**src/rtl/comp_unit_ctrl.sv**
```systemverilog
// Sequencer for a multiply-accumulate comp_unit: runs k_len fetch/multiply/add terms, then one output cycle.
// Optional abort input is enabled with `define COMP_UNIT_CTRL_ABORT_EN.
module comp_unit_ctrl #(
    parameter int unsigned MULT_CYCLES = 5,
    parameter int unsigned ADD_CYCLES  = 7,
    parameter int unsigned K_WIDTH     = 4
) (
    input  logic               clk,
    input  logic               reset,
    input  logic               start,
    input  logic [K_WIDTH-1:0] k_len,
    input  logic               op_valid,
    input  logic               overflow,
`ifdef COMP_UNIT_CTRL_ABORT_EN
    input  logic               abort,
`endif
    output logic               ready,
    output logic               op_req,
    output logic               comp_rst,
    output logic               mult_en,
    output logic               add_en,
    output logic               out_en,
    output logic [K_WIDTH-1:0] term_idx,
    output logic               done,
    output logic               ovf_flag
);

    localparam int unsigned MAX_CYCLES = (MULT_CYCLES > ADD_CYCLES) ? MULT_CYCLES : ADD_CYCLES;
    localparam int unsigned CW         = $clog2(MAX_CYCLES + 1);
    localparam logic [CW-1:0] MULT_LAST = CW'(MULT_CYCLES - 1);
    localparam logic [CW-1:0] ADD_LAST  = CW'(ADD_CYCLES - 1);

    typedef enum logic [2:0] {
        IDLE,
        CLEAR,
        FETCH,
        MULT,
        ADD,
        OUT
    } state_t;

    state_t             state, state_nx;
    logic [CW-1:0]      cnt, cnt_nx;
    logic [K_WIDTH-1:0] k_reg, k_nx;
    logic [K_WIDTH-1:0] term_nx;
    logic               ovf_nx;
    logic               abort_hit;

    logic ready_nx, op_req_nx, comp_rst_nx, mult_en_nx, add_en_nx, out_en_nx, done_nx;

`ifdef COMP_UNIT_CTRL_ABORT_EN
    assign abort_hit = abort && (state != IDLE);
`else
    assign abort_hit = 1'b0;
`endif

    always_ff @(posedge clk) begin
        if (reset) begin
            state    <= IDLE;
            cnt      <= '0;
            k_reg    <= '0;
            term_idx <= '0;
            ovf_flag <= 1'b0;
            ready    <= 1'b1;
            op_req   <= 1'b0;
            comp_rst <= 1'b1;
            mult_en  <= 1'b0;
            add_en   <= 1'b0;
            out_en   <= 1'b0;
            done     <= 1'b0;
        end else begin
            state    <= state_nx;
            cnt      <= cnt_nx;
            k_reg    <= k_nx;
            term_idx <= term_nx;
            ovf_flag <= ovf_nx;
            ready    <= ready_nx;
            op_req   <= op_req_nx;
            comp_rst <= comp_rst_nx;
            mult_en  <= mult_en_nx;
            add_en   <= add_en_nx;
            out_en   <= out_en_nx;
            done     <= done_nx;
        end
    end

    // cnt counts elapsed cycles within MULT/ADD and is zero on every phase entry
    always_comb begin
        state_nx = state;
        cnt_nx   = '0;
        k_nx     = k_reg;
        term_nx  = term_idx;
        ovf_nx   = ovf_flag;
        unique case (state)
            IDLE: begin
                if (start && (k_len != '0)) begin
                    state_nx = CLEAR;
                    k_nx     = k_len;
                    term_nx  = '0;
                    ovf_nx   = 1'b0;
                end
            end
            CLEAR: state_nx = FETCH;
            FETCH: begin
                if (op_valid) state_nx = MULT;
            end
            MULT: begin
                if (cnt == MULT_LAST) state_nx = ADD;
                else                  cnt_nx   = cnt + 1'b1;
            end
            ADD: begin
                if (cnt == ADD_LAST) begin
                    if (term_idx != k_reg - K_WIDTH'(1)) begin
                        term_nx  = term_idx + K_WIDTH'(1);
                        state_nx = FETCH;
                    end else begin
                        state_nx = OUT;
                    end
                end else begin
                    cnt_nx = cnt + 1'b1;
                end
            end
            OUT:     state_nx = IDLE;
            default: state_nx = IDLE;
        endcase
        if (((state == MULT) || (state == ADD) || (state == OUT)) && overflow)
            ovf_nx = 1'b1;
        if (abort_hit) begin
            state_nx = IDLE;
            cnt_nx   = '0;
            term_nx  = term_idx;
        end
    end

    // Outputs are decoded from the next state so they register alongside it
    always_comb begin
        ready_nx    = (state_nx == IDLE);
        op_req_nx   = (state_nx == FETCH);
        comp_rst_nx = (state_nx == CLEAR) || abort_hit;
        mult_en_nx  = (state_nx == MULT);
        add_en_nx   = (state_nx == ADD);
        out_en_nx   = (state_nx == OUT);
        done_nx     = ((state == OUT) && !abort_hit) ||
                      ((state == IDLE) && start && (k_len == '0));
    end

endmodule

```
**config.mk**
```make
export PLATFORM = sky130hd
export DESIGN_NAME = comp_unit_ctrl
export DESIGN_NICKNAME = d
export VERILOG_FILES = /design/src/rtl/comp_unit_ctrl.sv
export SDC_FILE = /design/constraint.sdc
export NUM_CORES = 1
export LEC_CHECK = 0
export CORE_MARGIN = 4
export CORE_UTILIZATION = 45
export CTS_BUF_LIST = sky130_fd_sc_hd__clkbuf_8
export DETAILED_ROUTE_END_ITERATION = 10
export PLACE_DENSITY = 0.68
export SKIP_CTS_REPAIR_TIMING = 1
export SLEW_MARGIN = 20
export SYNTH_ARGS = -nofsm -noshare
export SYNTH_HDL_FRONTEND = slang
export SYNTH_SLANG_ARGS = --single-unit
```
**constraint.sdc**
```tcl
create_clock -name clk -period 1.9 [get_ports clk]
set_input_delay 0.285 -clock clk [delete_from_list [all_inputs] [get_ports clk]]
set_output_delay 0.285 -clock clk [all_outputs]
set_load 0.005 [all_outputs]
```
==> flow_metrics.tcl <==
set metrics [dict create \
    outcome "complete, no violations" \
    first_iter_violations 21 \
    arrival_ns 1.95 \
    grt_use_total_pct 15.3 \
    grt_pass1_wl_um 4100 \
    slowest_stage "or4_1" \
    drive_above_1_share_pct 15.7 \
    report.final.setup_viol 0 \
    wl_um 2410 \
    criticalPathCategory "primary input to flop" \
    netlist_area_um2 1150 \
    detail-route-antenna-nets 0 \
    period_share_pct 94.8 \
    crit_required_ns 2.05 \
    synth_warnings 0 \
    coreArea_um2 2450 \
    synthToLayoutAreaGrowth_pct 32.0 \
    synth-edff-count 0 \
    clkSinkCount 22 \
    post-route-drc-count 0 \
    synth.top_cell.area_share_pct 38.2 \
    setup_tns_ns 0 \
    synth_cell_types 40 \
    initial_core_util_pct 46.9 \
    io_pins 21 \
    slew_headroom_pct 69.5 \
    die_x_um 58.6 \
    hp-class "flop to flop" \
    fin_nets 175 \
    synth.most_common_cell "dfxtp_1" \
    die_area_um2 3430 \
    async_reset_ff_share_pct 0 \
    wl_met3_um 68 \
    hold-worst-slack_ns 0.464 \
    numCtsBuffers 3 \
    diodes 0 \
    cp_max_fo 4 \
    cp_top_family "simple AND/OR/NAND/NOR gates" \
    whs_endpoint "ovf_flag$_SDFFE_PP0P_" \
    htreeDepth 1 \
    max_stage_delay_ns 0.57 \
    ys_seq_elements 22 \
    timing.reg2reg.setup_slack_ns 0.16 \
    grt_max_degree 14 \
    wl_met1_um 1170 \
    vias_per_cell 5.26 \
    drv_slew 0 \
    gp_congestion 0.815 \
    fp.dieH_um 58.6 \
    seq_area_frac_synth_pct 38.2 \
    cp_cell_sequence "clkdlybuf4s50_1 > or4_1 > a22oi_1 > a31o_2 > mux2_4" \
    dp_hpwl_um 1870 \
    syn-num-nets 142 \
    synthTopCellsByArea "dfxtp_1, ha_1, a22oi_1" \
    min-delay-start "ovf_flag$_SDFFE_PP0P_" \
    synth_common_cells "dfxtp_1, nor2_1, nand2_1" \
    grt_overflow 0 \
    tightest_slew_ns 0.457 \
    antenna_found_initial 0 \
    max-vdd-ir-drop_mv 0.568 \
    vias 994 \
    rsz0062_at_grt "false" \
    insertion_delay_ns 0.26 \
    wl_met2_um 1130 \
    whs_path_depth 2 \
    p_leak_nw 0.617 \
    power_density_nw_per_um2 732 \
    netlist_instances 127 \
    first_pass_iters 4 \
    portBuffers 20 \
    critPathBufInv 1 \
    synth_top_area_cell "dfxtp_1" \
    fill_cells 220 \
    drv_cap 0 \
    crit_path_end_kind "flop" \
    r2r_start "k_reg[1]$_SDFFE_PP0P_" \
    hold_viol_final 0 \
    r2r_end "term_idx[0]$_SDFFE_PP0P_" \
    synth.avg_cell_area_um2 9.07 \
    synthFlopType "dfxtp_1" \
    clockBufferDepth 2 \
    clk_pin_slew_ns 0.08 \
    startpoint_type "primary input" \
    r2r_cells 6 \
    fin_worst_skew_ns 0.00313 \
    timing.fmax_mhz 555 \
    grt_pass1_vias 941 \
    highest_layer "met4" \
    dp_cells 185 \
    ctsRootBufferMaster "clkbuf_8" \
    final_cells 189 \
    num_rows 18 \
    cts_tree "yes" \
    routedWlPerCell_um 12.7 \
    period_needed_ns 1.80 \
]
[how the worst max path moves through the flow]
stage,from,cells past startpoint,endpoint,slack [ns]
floorplan,k_reg[0]$_SDFFE_PP0P_,6,term_idx[0]$_SDFFE_PP0P_,0.23
global placement,k_len[0],5,term_idx[0]$_SDFFE_PP0P_,-0.15
detailed placement,k_len[0],5,term_idx[0]$_SDFFE_PP0P_,-0.16
CTS,k_len[2],5,term_idx[0]$_SDFFE_PP0P_,0.10
global route,k_reg[1]$_SDFFE_PP0P_,6,term_idx[0]$_SDFFE_PP0P_,0.03
finish,k_len[2],5,term_idx[0]$_SDFFE_PP0P_,0.1
[through the flow]
stage          instance area, um2  power (mW)  worst slack [ns]  util [%]
6_report                     1520        1.11            0.0980      62.0
5_1_grt                      1520        1.16            0.0343      62.0
4_1_cts                      1520        1.13             0.104      62.0
3_5_place_dp                 1450       0.694            -0.164      59.1
3_3_place_gp                 1450       0.692            -0.150      59.1
2_1_floorplan                1150       0.617             0.226         -
[routing by layer]
metal / track usage (%) / vias up
li1: - / 505
met1: 19.8 / 465
met2: 25.2 / 20
met3: 2.63 / 4
met4: 5.83 / 0
met5: 0 / -
[logic make-up after synthesis]
family,share of synthesized area [%]
compound gates,14.2
xor+xnor,7.27
simple gates,23.1
mux,4.78
flops,38.2
buf+inv,5.86
fa+ha+maj,6.51
[placed cells by master, fill, tap and decap left out, types with 5 or more instances in the layout]
master	instances
a21oi_1	7
buf_4	14
clkdlybuf4s50_1	20
dfxtp_1	22
inv_1	6
nand2b_1	5
nand2_1	9
a22oi_1	7
nor2_1	14
ha_1	6
[final cells by class]
| type | instances | area [um2] | share of cell area, % |
|---|---|---|---|
| multi-input cells | 93 | 644 | 42.4 |
| flip-flops and latches | 22 | 440 | 28.9 |
| repair buffers | 34 | 305 | 20.1 |
| clock buffers | 3 | 41.3 | 2.71 |
| well taps | 30 | 37.5 | 2.47 |
| clock inverters | 1 | 30.0 | 1.97 |
| inverters | 6 | 22.5 | 1.48 |
[report_power, final]
group          switching [mW]  internal [mW]
logic                  0.0815          0.105
registers              0.0178          0.480
clock network           0.148          0.281
[tightest hold or removal path, cell delays in order (launching register included)]
cell	delay [ns]
dfxtp_1	0.31
nand2_1	0.05
a21oi_1	0.06
Note: power is estimated with default switching activity, not from simulation.
